[src/rtl/eater_pkg.sv]
// Shared constants for the SAP-1 style datapath and its microcode sequencer:
// control-word bit positions and instruction opcodes.
package eater_pkg;

  localparam int CTRL_W = 16;

  localparam int CTRL_HLT = 15;
  localparam int CTRL_MI  = 14;
  localparam int CTRL_RI  = 13;
  localparam int CTRL_RO  = 12;
  localparam int CTRL_IO  = 11;
  localparam int CTRL_II  = 10;
  localparam int CTRL_AI  = 9;
  localparam int CTRL_AO  = 8;
  localparam int CTRL_EO  = 7;
  localparam int CTRL_SU  = 6;
  localparam int CTRL_BI  = 5;
  localparam int CTRL_OI  = 4;
  localparam int CTRL_CE  = 3;
  localparam int CTRL_CO  = 2;
  localparam int CTRL_J   = 1;
  localparam int CTRL_FI  = 0;

  localparam logic [3:0] NOP = 4'h0;
  localparam logic [3:0] LDA = 4'h1;
  localparam logic [3:0] ADD = 4'h2;
  localparam logic [3:0] SUB = 4'h3;
  localparam logic [3:0] STA = 4'h4;
  localparam logic [3:0] LDI = 4'h5;
  localparam logic [3:0] JMP = 4'h6;
  localparam logic [3:0] JC  = 4'h7;
  localparam logic [3:0] JZ  = 4'h8;
  localparam logic [3:0] OUT = 4'he;
  localparam logic [3:0] HLT = 4'hf;

endpackage

[src/rtl/eater_datapath_if.sv]
// Bundle between the microcode sequencer / program loader (master) and the
// datapath (slave): control word and program-load port in, status out.
interface eater_datapath_if
  import eater_pkg::*;
#(
  parameter int DW = 8,
  parameter int AW = 4
);

  logic [CTRL_W-1:0] ctrl_word;
  logic              prog_we;
  logic [AW-1:0]     prog_addr;
  logic [DW-1:0]     prog_data;
  logic [3:0]        instruction;
  logic              flag_c;
  logic              flag_z;
  logic [DW-1:0]     bus_value;
  logic [AW-1:0]     pc;
  logic [DW-1:0]     out_value;
  logic              out_valid;
  logic              halted;
  logic              bus_conflict;

  modport master (
    output ctrl_word, prog_we, prog_addr, prog_data,
    input  instruction, flag_c, flag_z, bus_value, pc,
           out_value, out_valid, halted, bus_conflict
  );

  modport slave (
    input  ctrl_word, prog_we, prog_addr, prog_data,
    output instruction, flag_c, flag_z, bus_value, pc,
           out_value, out_valid, halted, bus_conflict
  );

endinterface

[src/rtl/eater_alu.sv]
// Combinational adder/subtractor. Subtraction is A + two's complement of B,
// so carry-out set on a subtract means "no borrow".
module eater_alu #(
  parameter int DW = 8
) (
  input  logic [DW-1:0] a,
  input  logic [DW-1:0] b,
  input  logic          su,
  output logic [DW-1:0] result,
  output logic          carry,
  output logic          zero
);

  logic [DW:0] operand;
  logic [DW:0] sum;

  // Form the second operand at full carry width so ~B+1 of B=0 carries out
  always_comb begin
    operand = su ? ({1'b0, ~b} + {{DW{1'b0}}, 1'b1}) : {1'b0, b};
    sum     = {1'b0, a} + operand;
    result  = sum[DW-1:0];
    carry   = sum[DW];
    zero    = (sum[DW-1:0] == '0);
  end

endmodule

[src/rtl/eater_datapath.sv]
// SAP-1 datapath: shared bus, A/B registers, ALU with flags, PC, MAR, RAM,
// IR and output register. Executes one control word per clock edge.
module eater_datapath
  import eater_pkg::*;
#(
  parameter int DW = 8,
  parameter int AW = 4
) (
  input  logic clk,
  input  logic rst,
  eater_datapath_if.slave dp
);

  logic [DW-1:0] a_reg, b_reg, ir_reg, out_reg, bus;
  logic [AW-1:0] mar_reg, pc_reg;
  logic          c_reg, z_reg, valid_reg, halt_reg, conflict_reg;
  logic [DW-1:0] ram [0:(1<<AW)-1];

  logic [DW-1:0] alu_result;
  logic          alu_carry, alu_zero;

  logic hlt, mi, ri, ro, io, ii, ai, ao, eo, su, bi, oi, ce, co, jmp, fi;
  logic [2:0] driver_count;
  logic       exec_en;

  assign hlt = dp.ctrl_word[CTRL_HLT];
  assign mi  = dp.ctrl_word[CTRL_MI];
  assign ri  = dp.ctrl_word[CTRL_RI];
  assign ro  = dp.ctrl_word[CTRL_RO];
  assign io  = dp.ctrl_word[CTRL_IO];
  assign ii  = dp.ctrl_word[CTRL_II];
  assign ai  = dp.ctrl_word[CTRL_AI];
  assign ao  = dp.ctrl_word[CTRL_AO];
  assign eo  = dp.ctrl_word[CTRL_EO];
  assign su  = dp.ctrl_word[CTRL_SU];
  assign bi  = dp.ctrl_word[CTRL_BI];
  assign oi  = dp.ctrl_word[CTRL_OI];
  assign ce  = dp.ctrl_word[CTRL_CE];
  assign co  = dp.ctrl_word[CTRL_CO];
  assign jmp = dp.ctrl_word[CTRL_J];
  assign fi  = dp.ctrl_word[CTRL_FI];

  // Once halted, the control word no longer changes any state
  assign exec_en = ~halt_reg;

  eater_alu #(.DW(DW)) u_alu (
    .a      (a_reg),
    .b      (b_reg),
    .su     (su),
    .result (alu_result),
    .carry  (alu_carry),
    .zero   (alu_zero)
  );

  // Bus mux with fixed priority; also count drivers to catch microcode bugs
  always_comb begin
    driver_count = {2'b00, ro} + {2'b00, io} + {2'b00, ao} + {2'b00, eo} + {2'b00, co};
    bus = '0;
    if (ro)      bus = ram[mar_reg];
    else if (io) bus = {{(DW-4){1'b0}}, ir_reg[3:0]};
    else if (ao) bus = a_reg;
    else if (eo) bus = alu_result;
    else if (co) bus = {{(DW-AW){1'b0}}, pc_reg};
  end

  // Register file updates from the pre-edge bus; reset clears everything
  always_ff @(posedge clk) begin
    if (rst) begin
      a_reg        <= '0;
      b_reg        <= '0;
      ir_reg       <= '0;
      mar_reg      <= '0;
      pc_reg       <= '0;
      out_reg      <= '0;
      c_reg        <= 1'b0;
      z_reg        <= 1'b0;
      valid_reg    <= 1'b0;
      halt_reg     <= 1'b0;
      conflict_reg <= 1'b0;
    end else begin
      if (exec_en) begin
        if (mi) mar_reg <= bus[AW-1:0];
        if (ii) ir_reg  <= bus;
        if (ai) a_reg   <= bus;
        if (bi) b_reg   <= bus;
        if (oi) out_reg <= bus;
        if (jmp)     pc_reg <= bus[AW-1:0];
        else if (ce) pc_reg <= pc_reg + 1'b1;
        if (fi) begin
          c_reg <= alu_carry;
          z_reg <= alu_zero;
        end
        if (hlt) halt_reg <= 1'b1;
      end
      valid_reg <= exec_en & oi;
      if (driver_count > 3'd1) conflict_reg <= 1'b1;
    end
  end

  // RAM writes; the loader port is ordered last so it wins an address clash
  always_ff @(posedge clk) begin
    if (ri && exec_en && !rst) ram[mar_reg] <= bus;
    if (dp.prog_we) ram[dp.prog_addr] <= dp.prog_data;
  end

  assign dp.instruction  = ir_reg[7:4];
  assign dp.flag_c       = c_reg;
  assign dp.flag_z       = z_reg;
  assign dp.bus_value    = bus;
  assign dp.pc           = pc_reg;
  assign dp.out_value    = out_reg;
  assign dp.out_valid    = valid_reg;
  assign dp.halted       = halt_reg;
  assign dp.bus_conflict = conflict_reg;

endmodule

[src/flat_wrapper.sv]
// flat-port wrapper written by rule: the top's interface ports become plain ports
module eater_datapath_flat import eater_pkg::*;
#(
  parameter int DW = 8,
  parameter int AW = 4
)
  (clk, rst, dp_ctrl_word, dp_prog_we, dp_prog_addr, dp_prog_data, dp_instruction, dp_flag_c, dp_flag_z, dp_bus_value, dp_pc, dp_out_value, dp_out_valid, dp_halted, dp_bus_conflict);
  eater_datapath_if #(.DW(DW), .AW(AW)) dp_i ();
  input  logic clk;
  input  logic rst;
  input wire logic [$bits(dp_i.ctrl_word)-1:0] dp_ctrl_word;
  input wire logic [$bits(dp_i.prog_we)-1:0] dp_prog_we;
  input wire logic [$bits(dp_i.prog_addr)-1:0] dp_prog_addr;
  input wire logic [$bits(dp_i.prog_data)-1:0] dp_prog_data;
  output wire logic [$bits(dp_i.instruction)-1:0] dp_instruction;
  output wire logic [$bits(dp_i.flag_c)-1:0] dp_flag_c;
  output wire logic [$bits(dp_i.flag_z)-1:0] dp_flag_z;
  output wire logic [$bits(dp_i.bus_value)-1:0] dp_bus_value;
  output wire logic [$bits(dp_i.pc)-1:0] dp_pc;
  output wire logic [$bits(dp_i.out_value)-1:0] dp_out_value;
  output wire logic [$bits(dp_i.out_valid)-1:0] dp_out_valid;
  output wire logic [$bits(dp_i.halted)-1:0] dp_halted;
  output wire logic [$bits(dp_i.bus_conflict)-1:0] dp_bus_conflict;
  assign dp_i.ctrl_word = dp_ctrl_word;
  assign dp_i.prog_we = dp_prog_we;
  assign dp_i.prog_addr = dp_prog_addr;
  assign dp_i.prog_data = dp_prog_data;
  assign dp_instruction = dp_i.instruction;
  assign dp_flag_c = dp_i.flag_c;
  assign dp_flag_z = dp_i.flag_z;
  assign dp_bus_value = dp_i.bus_value;
  assign dp_pc = dp_i.pc;
  assign dp_out_value = dp_i.out_value;
  assign dp_out_valid = dp_i.out_valid;
  assign dp_halted = dp_i.halted;
  assign dp_bus_conflict = dp_i.bus_conflict;
  eater_datapath #(.DW(DW), .AW(AW)) u_core (.clk(clk), .rst(rst), .dp(dp_i));
endmodule
[config.mk]
export PLATFORM = sky130hd
export DESIGN_NAME = eater_datapath_flat
export DESIGN_NICKNAME = d
export VERILOG_FILES = /design/src/rtl/eater_pkg.sv /design/src/rtl/eater_datapath_if.sv /design/src/rtl/eater_alu.sv /design/src/rtl/eater_datapath.sv /design/src/flat_wrapper.sv
export SDC_FILE = /design/constraint.sdc
export NUM_CORES = 1
export LEC_CHECK = 0
export CORE_MARGIN = 2
export CORE_UTILIZATION = 54
export CTS_BUF_LIST = sky130_fd_sc_hd__clkbuf_8
export DETAILED_ROUTE_END_ITERATION = 10
export PLACE_DENSITY = 0.7
export SYNTH_ARGS = -nofsm -noshare
export SYNTH_HDL_FRONTEND = slang
export SYNTH_HIERARCHICAL = 1
export SYNTH_SLANG_ARGS = --single-unit
[constraint.sdc]
create_clock -name clk -period 8.6 [get_ports clk]
set_input_delay 2.15 -clock clk [delete_from_list [all_inputs] [get_ports clk]]
set_output_delay 2.15 -clock clk [all_outputs]
set_load 0.05 [all_outputs]
# Yosys cells after proc, flatten, opt, wreduce, memory -nomap -nowiden
# Memories as Yosys holds them, arrays and structs flattened. A register that Yosys moved wholly into a read port is not among the register bits.
# Index checks and enable logic that the tools add are counted.
dict set report totals {
  ram_bits 128
  in_bits 31
  memories 1
  word_cells 51
  ff_bits 45
}
dict set report op_classes {
  bitwise_logic 3
  mux 16
  reduce_logical 12
  order_cmp 1
  addsub 7
}
# name words width rd rd_ports_with_merged_regs write_ports line_no
set memory_table {}
lappend memory_table {u_core.ram 16 8 1 1 2 eater_datapath.sv:17} ;# logic [DW-1:0] ram [0:(1<<AW)-1];
# cell n
set ops {}
lappend ops {{two-way mux 8 bit} 4}
lappend ops {{two-way mux 4 bit} 5}
lappend ops {{AND reduction 2 bit} 7}
lappend ops {{adder 3 x 1 -> 3 bit} 3}
lappend ops {{adder 8 x 1 -> 9 bit, second input constant} 1}
lappend ops {{adder 8 x 9 -> 9 bit} 1}
lappend ops {{two-way mux 9 bit} 1}
lappend ops {{logical NOT 8 bit} 1}
lappend ops {{inverter 8 bit} 1}
lappend ops {{two-way mux 1 bit} 6}
lappend ops {{adder 4 x 1 -> 4 bit, second input constant} 1}
lappend ops {{> comparator 3 x 1 -> 1 bit, second input constant} 1}
lappend ops {{adder 1 x 1 -> 2 bit} 1}
lappend ops {{logical AND 1 bit} 2}
lappend ops {{nonzero test 2 bit} 1}
lappend ops {{AND 1 bit} 1}
lappend ops {{logical NOT 1 bit} 1}
lappend ops {{inverter 1 bit} 1}

# Longest topological paths before layout
dict set report depth {
  word_depth 10
  depth_mapped 15
  depth_no_buf 14
}

# Modules after synthesis
# Netlist, hierarchy kept.
# mod seq_area_each_um2 cells_each area_each_um2 n_inst
set by_module_without_submodules {}
lappend by_module_without_submodules {eater_datapath 4824.6 864 8765.9 1}
lappend by_module_without_submodules {eater_alu 0.0 70 565.5 1}

# Worst setup path after synthesis
# No wires, ideal clock.
dict set report synth_path {
  kind {in2out}
  from {input port dp_ctrl_word[6]}
  to {output port dp_bus_value[7]}
  stages 11
  slack_ps 2005
  arrival_ps 4445
  n_path_buf 1
  t_required_ps 6450
  path_cell_list {o21ai_0 ha_1 a211oi_2 o211ai_1 a221oi_2 nand3b_1 a211oi_1 a31oi_1 a21boi_1 buf_2 inv_1}
}
dict set report synth_between {
  elab_chain_cells 6
}
# item line_no
set synth_rtl {}
lappend synth_rtl {{start, declared} flat_wrapper.sv:11} ;# input wire logic [$bits(dp_i.ctrl_word)-1:0] dp_ctrl_word;
lappend synth_rtl {{two-way mux 9 bit} eater_alu.sv:19} ;# operand = su ? ({1'b0, ~b} + {{DW{1'b0}}, 1'b1}) : {1'b0, b};
lappend synth_rtl {{adder 8 x 9 -> 9 bit} eater_alu.sv:20} ;# sum = {1'b0, a} + operand;
lappend synth_rtl {{named net u_core.alu_result[7]} eater_datapath.sv:19} ;# logic [DW-1:0] alu_result;
lappend synth_rtl {{two-way mux 8 bit} eater_datapath.sv:62} ;# else if (eo) bus = alu_result;
lappend synth_rtl {{two-way mux 8 bit} eater_datapath.sv:61} ;# else if (ao) bus = a_reg;
lappend synth_rtl {{two-way mux 8 bit} eater_datapath.sv:60} ;# else if (io) bus = {{(DW-4){1'b0}}, ir_reg[3:0]};
lappend synth_rtl {{two-way mux 8 bit} eater_datapath.sv:59} ;# if (ro) bus = ram[mar_reg];
lappend synth_rtl {{end, declared} flat_wrapper.sv:18} ;# output wire logic [$bits(dp_i.bus_value)-1:0] dp_bus_value;
# The timed path passes the listed nets, and every way through them passes these cells.

# Final worst setup path
# Ends and elaborated chain as after synthesis.

==> flow_metrics.env <==
export IMPL_drtIter0Drc=823
export IMPL_crit_path_end_kind="primary output"
export IMPL_finalHoldViolCount=0
export IMPL_swShare=0.3225
export IMPL_layout_common_cells="180 x nor2_1, 156 x a21oi_1, 128 x edfxtp_1"
export IMPL_io_buffers=59
export IMPL_via_per_inst=6.171
export IMPL_crit_end="dp_bus_value[7]"
export IMPL_final_common_cell="nor2_1"
export IMPL_hold_path_depth=2
export IMPL_grt_max_degree=47
export IMPL_rrSetupSlack_ns=4.80
export IMPL_place_inst=1150
export IMPL_synth_area_um2=9331
export IMPL_p_switching_uw=657.7
export IMPL_synth_cells=934
export IMPL_stdcell_count=1182
export IMPL_critical_path_max_stage_delay_ns=0.79
export IMPL_min_path_type="register to register"
export IMPL_post_route_cell_area_um2=10310
export IMPL_met2_length_mm=11.64
export IMPL_antenna_found_initial=0
export IMPL_slew_violations=0
export IMPL_fillers=1458
export IMPL_synth_seq_cells=177
export IMPL_cp_num_buf_inv=3
export IMPL_cts_root_buf="clkbuf_8"
export IMPL_syn_to_final_growth_pct=10.51
export IMPL_syn_mean_instance_area_um2=9.991
export IMPL_worstSetupStartpoint="dp_ctrl_word[6]"
export IMPL_io_pins=60
export IMPL_max_slew_margin=0.1832
export IMPL_path_depth=12
export IMPL_outcome="finished, final reports clean"
export IMPL_crit_path_max_fanout=9
export IMPL_utilization=0.6025
export IMPL_cap_violations=0
export IMPL_vias=7294
export IMPL_synth_cell_types=61
export IMPL_ff2ff_path_depth=13
export IMPL_finalCriticalPeriod_ns=8.008
export IMPL_pwr_density_cell_nw_per_um2=197.8
export IMPL_worst_endpoint_required_ns=6.45
export IMPL_die_y_um=135.5
export IMPL_post_dp_cell_area_um2=9957
export IMPL_top_layer="met4"
export IMPL_ant_nets=0
export IMPL_cts_tree="yes"
export IMPL_wl_per_cell_um=21.22
export IMPL_fin_nets=990
export IMPL_die_area_um2=18350
export IMPL_critPathTopFamily="compound AO/OA/AOI/OAI gates"
export IMPL_irDropWorstVdd_mv=0.1062
export IMPL_htreeDepth=4
export IMPL_regMostFlops="u_core/ram"
export IMPL_grt_use_total=0.2798
export IMPL_cts_made_buffers=17
export IMPL_wirelength_met1_mm=10.84
export IMPL_grt_first_pass_wirelength_mm=38.30
export IMPL_postCtsHoldBufs=0
export IMPL_routed_wl_mm=25.08
export IMPL_skew_ns=0.01910
export IMPL_initial_utilization=0.5452
export IMPL_synth_edf_count=128
export IMPL_yosys_warnings=6
export IMPL_p_leak_nw=3.673
export IMPL_largest_register_ff_count=128
export IMPL_comb_power_share=0.243
export IMPL_gp_congestion=0.8761
export IMPL_ys_flop_type="edfxtp_1"
export IMPL_total_power_mw=2.039
export IMPL_slowest_stage="clkdlybuf4s50_1"
export IMPL_cts_post_setup_buffers_inserted=0
export IMPL_drive_gt1_frac=0.08986
export IMPL_internal_power_mw=1.382
export IMPL_worst_pin_slew_ns=1.212
export IMPL_synthesis_nets=980
export IMPL_n_antenna_cell=0
export IMPL_cts_sinks=177
export IMPL_die_x_um=135.5
export IMPL_crit_chain="clkdlybuf4s50_1 > o21ai_0 > ha_1 > a211oi_2 > o211ai_1 > a221oi_2 > nand3b_1 > a211oi_1 > a31oi_1 > a21boi_2 > inv_1 > clkdlybuf4s50_1"
export IMPL_clk_pin_slew_ns=0.09
export IMPL_clockBufferDepth=2
export IMPL_critPathArrivalTime_ns=5.86
export IMPL_cpMostUsedCell="clkdlybuf4s50_1"
export IMPL_regToRegStartpoint="u_core/b_reg[2]$_SDFFE_PP0P_"
export IMPL_async_reset_ff_frac=0
export IMPL_seqPwrFrac=0.495
export IMPL_clock_fmax_mhz=124.9
export IMPL_hpwl_mm=16.39
export IMPL_timing_rr_end="u_core/ram[12][6]$_DFFE_PP_"
export IMPL_clk_insertion_delay_late_ns=0.47
export IMPL_setup_tns_ns=0
export IMPL_coreArea_um2=17120
export IMPL_grt_pass1_vias=6689
export IMPL_seq_area_frac_synth=0.5170
export IMPL_met3_length_mm=1.984
export IMPL_grt_overflow_total=0
export IMPL_p_clk_frac=0.262
export IMPL_rsz0062_at_grt="false"
export IMPL_cts_resized=0
export IMPL_num_rows=48
export IMPL_critPathKind="input pin to primary output"
export IMPL_fin_crit_sh=0.9312
export IMPL_drt_pass1_iter_count=5
export IMPL_drcViolationCount=0
export IMPL_crit_path_start_kind="input pin"
export IMPL_setup_viol=0
[power by group through the flow]
| stage | Sequential, mW | Combinational [mW] | Clock (mW) |
|---|---|---|---|
| floorplan | 1.03 | 0.336 | 0 |
| global placement | 1.03 | 0.481 | 0 |
| detailed placement | 1.03 | 0.489 | 0 |
| CTS | 1.01 | 0.491 | 0.544 |
| global route | 1.01 | 0.534 | 0.572 |
| finish | 1.01 | 0.496 | 0.535 |
[cell usage after synthesis (5+ instances only)]
library cell | instances | share of area
a211oi_1 | 39 | 0.031
a211oi_2 | 6 | 0.0080
a21oi_1 | 156 | 0.084
a21oi_2 | 8 | 0.0075
a22o_1 | 12 | 0.011
a22oi_1 | 8 | 0.0064
a31oi_1 | 6 | 0.0040
buf_1 | 6 | 0.0024
buf_2 | 18 | 0.0097
buf_4 | 11 | 0.0088
buf_6 | 7 | 0.0084
clkbuf_1 | 50 | 0.020
dfxtp_1 | 49 | 0.11
edfxtp_1 | 128 | 0.41
ha_1 | 13 | 0.017
inv_1 | 18 | 0.0072
mux2i_1 | 64 | 0.069
nand2_1 | 29 | 0.012
nand2b_1 | 5 | 0.0034
nand3_1 | 7 | 0.0038
nand3b_1 | 9 | 0.0072
nor2_1 | 180 | 0.072
nor2b_1 | 14 | 0.0094
nor3_1 | 5 | 0.0027
o211ai_1 | 6 | 0.0048
o21ai_0 | 23 | 0.012
xnor2_1 | 7 | 0.0066
[cell type report]
class,count,area (µm²),area share
clock buffer,17,234.0,0.02269
clock inverter,15,121.4,0.01177
inverter,18,67.56,0.006552
multi-input combinational,647,4011,0.3890
sequential,177,4828,0.4682
tap,225,281.5,0.02730
timing repair buffer,83,768.2,0.07450
[tightest hold or removal path: stages, from the launching register on]
cell     delay (ns)
dfxtp_1        0.33
mux2i_1        0.06
nor2_1         0.07
[cell families (layout without fill, tap and decap cells)]
family / count (synthesis) / in the layout / synth area share
fa+ha+maj: 15 / 15 / 0.02172
flops: 177 / 177 / 0.5170
buf+inv: 110 / 133 / 0.05672
simple gates: 265 / 265 / 0.1243
mux: 66 / 66 / 0.07147
compound gates: 291 / 291 / 0.1994
xor+xnor: 10 / 10 / 0.009387
[how the worst min path moves through the flow]
stage | slack [ns] | endpoint | startpoint
2_1_floorplan | 0.48 | u_core/ir_reg[0]$_SDFFE_PP0P_ | u_core/ir_reg[0]$_SDFFE_PP0P_
3_5_place_dp | 0.48 | u_core/dp.flag_c$_SDFFE_PP0P_ | u_core/dp.flag_c$_SDFFE_PP0P_
5_1_grt | 0.53 | u_core/ir_reg[1]$_SDFFE_PP0P_ | u_core/ir_reg[1]$_SDFFE_PP0P_
6_report | 0.50 | u_core/dp.flag_c$_SDFFE_PP0P_ | u_core/dp.flag_c$_SDFFE_PP0P_
4_1_cts | 0.51 | u_core/ir_reg[2]$_SDFFE_PP0P_ | u_core/ir_reg[2]$_SDFFE_PP0P_
3_3_place_gp | 0.47 | u_core/dp.flag_c$_SDFFE_PP0P_ | u_core/dp.flag_c$_SDFFE_PP0P_
[per-layer routing]
metal / global-route usage / up-vias
met5: 0 / -
met1: 0.3920 / 3505
met2: 0.4436 / 366
met3: 0.04153 / 37
li1: - / 3386
met4: 0.1065 / 0
[per-stage QoR]
stage / setup WS (ns) / hold slack, ns
after floorplan: 2.005 / 0.4784
after global placement: 0.6909 / 0.4733
after detailed placement: 0.6334 / 0.4850
after CTS: 0.6172 / 0.5055
after global routing: 0.3390 / 0.5252
final: 0.5916 / 0.4994
Power figures use the tool's default switching activity.
